`config.mk`:
```
export PLATFORM = sky130hd
export DESIGN_NAME = data_sync_tx
export DESIGN_NICKNAME = d
export VERILOG_FILES = /design/src/rtl/data_sync_pkg.sv /design/src/rtl/bit_sync.sv /design/src/rtl/data_sync_tx.sv
export SDC_FILE = /design/constraint.sdc
export NUM_CORES = 1
export LEC_CHECK = 0
export CAP_MARGIN = 40
export CORE_MARGIN = 2
export CORE_UTILIZATION = 31
export DETAILED_ROUTE_END_ITERATION = 10
export GPL_TIMING_DRIVEN = 1
export HOLD_SLACK_MARGIN = 0.08
export MAX_ROUTING_LAYER = met4
export PLACE_DENSITY_LB_ADDON = 0.2
export SLEW_MARGIN = 20
export SYNTH_ARGS = -nofsm -noshare
export SYNTH_HDL_FRONTEND = slang
export SYNTH_SLANG_ARGS = --single-unit
```
`constraint.sdc`:
```
create_clock -name CLK -period 1.7 [get_ports CLK]
set_clock_uncertainty 0.2 [all_clocks]
set_input_delay 0.34 -clock CLK [delete_from_list [all_inputs] [get_ports CLK]]
set_output_delay 0.34 -clock CLK [all_outputs]
set_load 0.02 [all_outputs]
```
`src/rtl/data_sync_pkg.sv`:
```
// Shared types and default parameters for the DATA_SYNC source-side launcher.
package data_sync_pkg;

  // Launcher FSM encoding
  typedef enum logic [1:0] {
    IDLE    = 2'd0,
    REQ     = 2'd1,
    RELEASE = 2'd2
  } state_e;

  localparam int DEF_BUS_WIDTH      = 8;
  localparam int DEF_NUM_STAGES     = 2;
  localparam int DEF_TIMEOUT_CYCLES = 64;

endpackage

```
`src/rtl/bit_sync.sv`:
```
// Single-bit multi-flop synchronizer; all stages reset to 0.
module bit_sync #(
  parameter int NUM_STAGES = 2
) (
  input  logic clk_i,
  input  logic rst_i,
  input  logic d_i,
  output logic q_o
);

  logic [NUM_STAGES-1:0] sync_q;

  // Shift the asynchronous input through the flop chain
  always_ff @(posedge clk_i or posedge rst_i) begin
    if (rst_i) sync_q <= '0;
    else       sync_q <= {sync_q[NUM_STAGES-2:0], d_i};
  end

  assign q_o = sync_q[NUM_STAGES-1];

endmodule

```
`src/rtl/data_sync_tx.sv`:
```
// Source-side launcher for DATA_SYNC: latches a word, holds it on unsync_bus
// and runs a 4-phase bus_enable/ack handshake so the word never changes while
// the destination may still be sampling it.
module data_sync_tx
  import data_sync_pkg::*;
#(
  parameter int BUS_WIDTH      = DEF_BUS_WIDTH,
  parameter int NUM_STAGES     = DEF_NUM_STAGES,
  parameter int TIMEOUT_CYCLES = DEF_TIMEOUT_CYCLES
) (
  input  logic                 CLK,
  input  logic                 RST,
  input  logic [BUS_WIDTH-1:0] tx_data,
  input  logic                 tx_valid,
  output logic                 tx_ready,
  input  logic                 ack_async,
  output logic [BUS_WIDTH-1:0] unsync_bus,
  output logic                 bus_enable,
  output logic                 busy,
  output logic                 tx_done,
  output logic                 tx_error
);

  // Counter must hold 0..TIMEOUT_CYCLES; keep at least one bit when disabled
  localparam int CNT_W = (TIMEOUT_CYCLES > 0) ? $clog2(TIMEOUT_CYCLES + 1) : 1;
  localparam logic [CNT_W-1:0] CNT_LAST =
    (TIMEOUT_CYCLES > 0) ? CNT_W'(TIMEOUT_CYCLES - 1) : '0;

  state_e               state_q;
  logic [BUS_WIDTH-1:0] bus_q;
  logic                 en_q;
  logic                 ready_q;
  logic                 busy_q;
  logic                 done_q;
  logic                 err_q;
  logic                 timed_out_q;
  logic [CNT_W-1:0]     cnt_q;
  logic [CNT_W-1:0]     cnt_d;
  logic                 ack_sync;
  logic                 timeout_hit;

  bit_sync #(
    .NUM_STAGES(NUM_STAGES)
  ) u_ack_sync (
    .clk_i(CLK),
    .rst_i(RST),
    .d_i  (ack_async),
    .q_o  (ack_sync)
  );

  // Saturating increment: the REQ age counter never wraps
  assign cnt_d       = (&cnt_q) ? cnt_q : cnt_q + 1'b1;
  assign timeout_hit = (TIMEOUT_CYCLES != 0) && (cnt_q == CNT_LAST);

  // Handshake FSM with all outputs registered
  always_ff @(posedge CLK or posedge RST) begin
    if (RST) begin
      state_q     <= IDLE;
      bus_q       <= '0;
      en_q        <= 1'b0;
      ready_q     <= 1'b1;
      busy_q      <= 1'b0;
      done_q      <= 1'b0;
      err_q       <= 1'b0;
      timed_out_q <= 1'b0;
      cnt_q       <= '0;
    end else begin
      done_q <= 1'b0;
      err_q  <= 1'b0;
      unique case (state_q)
        IDLE: begin
          if (tx_valid && ready_q) begin
            bus_q       <= tx_data;
            en_q        <= 1'b1;
            ready_q     <= 1'b0;
            busy_q      <= 1'b1;
            cnt_q       <= '0;
            timed_out_q <= 1'b0;
            state_q     <= REQ;
          end
        end
        REQ: begin
          if (ack_sync) begin
            en_q    <= 1'b0;
            state_q <= RELEASE;
          end else if (timeout_hit) begin
            en_q        <= 1'b0;
            err_q       <= 1'b1;
            timed_out_q <= 1'b1;
            state_q     <= RELEASE;
          end else begin
            cnt_q <= cnt_d;
          end
        end
        RELEASE: begin
          // Wait for the far side to drop ack before offering a new word
          if (!ack_sync) begin
            ready_q <= 1'b1;
            busy_q  <= 1'b0;
            done_q  <= ~timed_out_q;
            state_q <= IDLE;
          end
        end
        default: begin
          en_q    <= 1'b0;
          ready_q <= 1'b1;
          busy_q  <= 1'b0;
          state_q <= IDLE;
        end
      endcase
    end
  end

  assign tx_ready   = ready_q;
  assign unsync_bus = bus_q;
  assign bus_enable = en_q;
  assign busy       = busy_q;
  assign tx_done    = done_q;
  assign tx_error   = err_q;

endmodule

```
# --- Word-level counts from Yosys, hierarchy flattened ---
# Cells that the tools add are included.
classes:
  add_sub_neg: 1
  eq_ne: 10
  reduce_logical: 10
  bitwise_logic: 3
  muxes: 27
ops:
  columns: ["operator", "n"]
  rows:
  - ["two-way mux 7 bit", 4]
  - ["case mux 7 bit (2 select lines)", 1]
  - ["two-way mux 1 bit", 13]
  - ["!= test 2 bit (second input constant)", 6]
  - ["case mux 1 bit (3 select lines)", 3]
  - ["AND reduction 3 bit", 3]
  - ["two-way mux 2 bit", 4]
  - ["adder 7 x 1 -> 7 bit (second input constant)", 1]
  - ["== test 7 x 6 -> 1 bit (second input constant)", 1]
  - ["AND reduction 7 bit", 1]
  - ["case mux 2 bit (3 select lines)", 1]
  - ["AND reduction 5 bit", 1]
  - ["AND reduction 4 bit", 1]
  - ["!= test 3 x 2 -> 1 bit (second input constant)", 1]
  - ["inverter 1 bit", 3]
  - ["== test 2 x 1 -> 1 bit (second input constant)", 1]
  - ["== test 2 bit (second input constant)", 1]
  - ["logical NOT 2 bit", 1]
  - ["case mux 1 bit (2 select lines)", 1]
  - ["AND reduction 2 bit", 1]
  - ["nonzero test 2 bit", 1]
  - ["logical AND 1 bit", 1]
word_totals:
  input_bits: 12
  word_cells: 61
  output_inout_bits: 13
  regBits: 25

# --- Longest topological paths before layout ---
logic_depth:
  depth_word: 5
  depth_mapped: 5
  ltp_nobuf: 5

# --- Cells and area by module ---
# From an unflattened synthesis, not the netlist that was laid out.
hier_totals:
  cells_unflattened: 89
  hier_area_um2: 1072.3
by_module_without_submodules:
  columns: ["module", "area_per_inst_um2", "seq_area_each_um2", "n_inst", "cells_per_inst"]
  rows:
  - ["data_sync_tx", 1018.5, 576.8, 1, 86]
  - ["bit_sync", 53.8, 50.0, 1, 3]

# --- Least setup slack after synthesis ---
# Ideal clock, no wire load.
synth_timing:
  kind: "register to register"
  startpoint: "register ready_q (netlist: tx_ready)"
  endpoint: "register cnt_q[5]"
  path_stages_with_launch: 6
  setup_ns: 0.078
  period_less_slack_ns: 1.889
  path_buffers: 1
  path_slack_ns: -0.189
  arrival_ns: 1.611
  required_time_ns: 1.422
  cell_sequence: "dfstp_2 and4bb_1 buf_6 o22ai_4 or4_1 a21oi_1"
synth_via:
  elab_chain_len: 3
synth_rtl:
  columns: ["element", "line_no", "text"]
  rows:
  - ["from (decl)", "data_sync_tx.sv:32", "logic ready_q;"]
  - ["from (signal assigned)", "data_sync_tx.sv:61", "ready_q <= 1'b1;"]
  - ["from (signal assigned)", "data_sync_tx.sv:75", "ready_q <= 1'b0;"]
  - ["from (signal assigned)", "data_sync_tx.sv:98", "ready_q <= 1'b1;"]
  - ["logical AND 1 bit", "data_sync_tx.sv:72", "if (tx_valid && ready_q) begin"]
  - ["!= test 2 bit (no source line)", null, null]
  - ["AND reduction 5 bit (no source line)", null, null]
  - ["to (signal assigned)", "data_sync_tx.sv:92", "cnt_q <= cnt_d;"]
  - ["to (decl)", "data_sync_tx.sv:37", "logic [CNT_W-1:0] cnt_q;"]
# No other way between the ends.
# A chain may end at the register's enable or synchronous reset.

# --- Worst setup path in the final report ---
# Ends and elaborated chain as after synthesis.

==> summary.md <==
| Metric | Value |
|---|---|
| Data required, critical path | `1.76 ns` |
| WL/cell | `11.37 um` |
| Lkg Pwr | `0.7099 nW` |
| Synth Flop Type | `dfrtp_1` |
| Commonest cells post-synth | `nand2_1, dfrtp_1, a21oi_1, nor2_1` |
| CP arrival | `1.78 ns` |
| Synth Area in Compound Gates | `0.08276` |
| Hpwl dp | `1.599 mm` |
| EDFF count, synth | `0` |
| Core area | `0.003363 sq mm` |
| Clock sinks | `25` |
| Mapped Area | `0.001089 sq mm` |
| Final min period | `1.723 ns` |
| Post-Synth XOR/XNOR Area | `0` |
| H-tree levels | `1` |
| GRT Total Usage | `0.1242` |
| Status | `finished with violations` |
| Clock Pin Slew Worst Setup and Hold Paths | `0.14 ns` |
| Syn. warnings | `0` |
| Diodes inserted | `0` |
| Synth cell types | `30` |
| Place WS | `-0.3127 ns` |
| Clk Latency, worst-skew pair | `0.32 ns` |
| FILL cells | `359` |
| # Max-Cap Violations | `0` |
| Antenna Nets Post-Route | `0` |
| Clock buffer depth | `2` |
| Final Util | `0.4416` |
| Ports | `25` |
| Crit Path Class | `reg2reg` |
| Main combinational cell family by area after synthesis | `simple AND/OR/NAND/NOR gates` |
| R2r setup slk | `-0.02 ns` |
| Critical-path maximum fanout | `7` |
| CTS root buf | `clkbuf_4` |
| DIE AREA | `0.004001 sq mm` |
| Initial drt markers | `64` |
| CTS Hold Bufs | `0` |
| Port Buffers | `24` |
| Largest net degree at the start of global routing | `26` |
| Die Width | `63.26 um` |
| # DRC | `0` |
| Cell taking the most area after synthesis | `dfrtp_1` |
| CP Launch Point | `tx_ready` |
| Placer Congestion | `0.7443` |
| First-pass GRT wire length | `3.870 mm` |
| Top cell type's share of synthesized area | `0.5517` |
| DIE HEIGHT | `63.26 um` |
| Failing checks | `negative setup slack` |
| Mux cell area share after synthesis | `0.01839` |
| Area of the multi-input gates | `420.4 sq um` |
| Yosys reg bits | `25` |
| Area growth syn-to-layout | `36.44%` |
| Post-synthesis simple-gate area fraction | `0.2736` |
| Vias per std cell | `4.524` |
| Top area cells in the synthesized netlist | `dfrtp_1, nand2_1, a21oi_1` |
| Register area | `626.9 sq um` |
| Adder-cell share of the synthesized area | `0.01149` |
| CTS tree | `built` |
| Total power | `1.692 mW` |
| Pwr/cell area | `1139 mW/mm^2` |
| Congestion Overflow GR | `0` |
| Initial antenna violation count | `0` |
| Post-synthesis cell count | `105` |
| # rows | `21` |
| Worst min path class | `in2async` |
| Worst-margin pin slew | `0.3436 ns` |
| Worst setup SP type | `flop` |
| Pre-antenna DRT Iters | `4` |
| Initial Utilization | `0.3237` |
| Worst vdd ir | `0.5658 mV` |
| Max-slew violation count | `0` |
| Worst Setup Slack, final | `-0.02292 ns` |
| Share of post-route cells with drive strength above 1 | `0.1862` |
| Most common cell in the synthesized netlist | `nand2_1` |
| Fmax | `580.4 MHz` |
| Total CTS buffers | `3` |
| Mean Syn Cell Area | `10.37 sq um` |
| Crit end category | `flop` |
| Final net count | `159` |
| Post-Syn Nets | `118` |
| RSZ-0062 raised after global routing | `yes` |
| Vias in the first global route | `856` |
| Seq/Total Area, Yosys | `0.5759` |
| Final hold vios | `0` |
| Total wire length | `2.171 mm` |
| Ys async rst share | `1.000` |
| Max transition margin | `0.7677` |
| Final worst-path cycle share | `1.013` |
| Via count | `864` |
| Final setup violation count | `1` |
| Reg2reg start | `tx_ready` |
-- placed cells by master, fill, tap and decap left out, drive strengths merged, types with 2 or more instances in the layout --
cell           instances
nor3                   2
inv                    2
nand2                 31
nor2                   6
or3                    3
a21oi                  6
clkdlybuf4s50         11
o31ai                  2
clkbuf                 3
o21ai                  5
mux2i                  2
dlygate4sd2           12
buf                   17
nand2b                 2
nand3                  3
dfrtp                 24
-- final timing paths --
check	end	cells after the start
worst max-delay path	cnt_q[5]	4
worst min-delay path	state_q[1]	3
worst max register to register	cnt_q[5]	4
worst min register to register	u_ack_sync.sync_q[1]	0
max in group asynchronous	tx_ready	3
min in group CLK	u_ack_sync.sync_q[1]	0
-- worst max-delay path, stage by stage, from the launching register on --
cell,delay (ns)
dfstp_2,0.55
and4bb_2,0.27
o22ai_4,0.10
or4_1,0.40
a21oi_1,0.13
-- what timing repair did --
item,CTS,global route
gates cloned,0,0
endpoints found under the hold margin,0,0
buffers inserted,0,1
resized for setup,15,3
setup endpoints to repair,14,6
-- layer usage --
layer  GRT usage  routed length (um)  up-vias  share of wire
met2      0.1995                1010       19           0.47
li1            -                   -      436              -
met5           -                   0        -              0
met1      0.1592                1039      407           0.48
met4     0.02446                  17        0         0.0078
met3     0.03393                 104        2          0.048
-- cell families after synthesis --
group	Yosys count
and+or+nand+nor	57
adders and majority gates	1
muxes	2
buffers and inverters	6
AOI/OAI and AO/OA	14
DFF	25
-- power breakdown --
part	internal (mW)	switching, mW	total [mW]	leakage, nW
Sequential	0.759	0.0971	0.856	0.322
Combinational	0.250	0.318	0.568	0.373
Clock	0.0899	0.177	0.267	0.0139
-- stage by stage --
step | hold WS [ns] | cells | TNS (ns) | area (sq um)
after floorplan | 0.1312 | 105 | -0.08830 | 1089
after CTS | 0.1468 | 190 | -0.09544 | 1480
final | 0.1429 | 191 | -0.02292 | 1485
after global routing | 0.1564 | 191 | -0.1675 | 1485
after global placement | 0.1341 | 186 | -1.261 | 1465
after detailed placement | 0.1365 | 186 | -1.532 | 1465
-- layout make-up --
| type | count | share of cell area |
|---|---|---|
| clock buffers | 3 | 0.01516 |
| clock inverters | 1 | 0.005055 |
| inverters | 2 | 0.005055 |
| multi-input cells | 74 | 0.2831 |
| flip-flops and latches | 25 | 0.4221 |
| well taps | 46 | 0.03875 |
| repair buffers | 40 | 0.2308 |
-- flip-flops by register name, summed over array words and instances, names as in the netlist --
signal             cells
bus_enable             1
busy                   1
cnt_q                  7
state_q                2
timed_out_q            1
tx_done                1
tx_error               1
tx_ready               1
u_ack_sync.sync_q      2
unsync_bus             8
No activity file was read; power rests on OpenSTA's default activity.
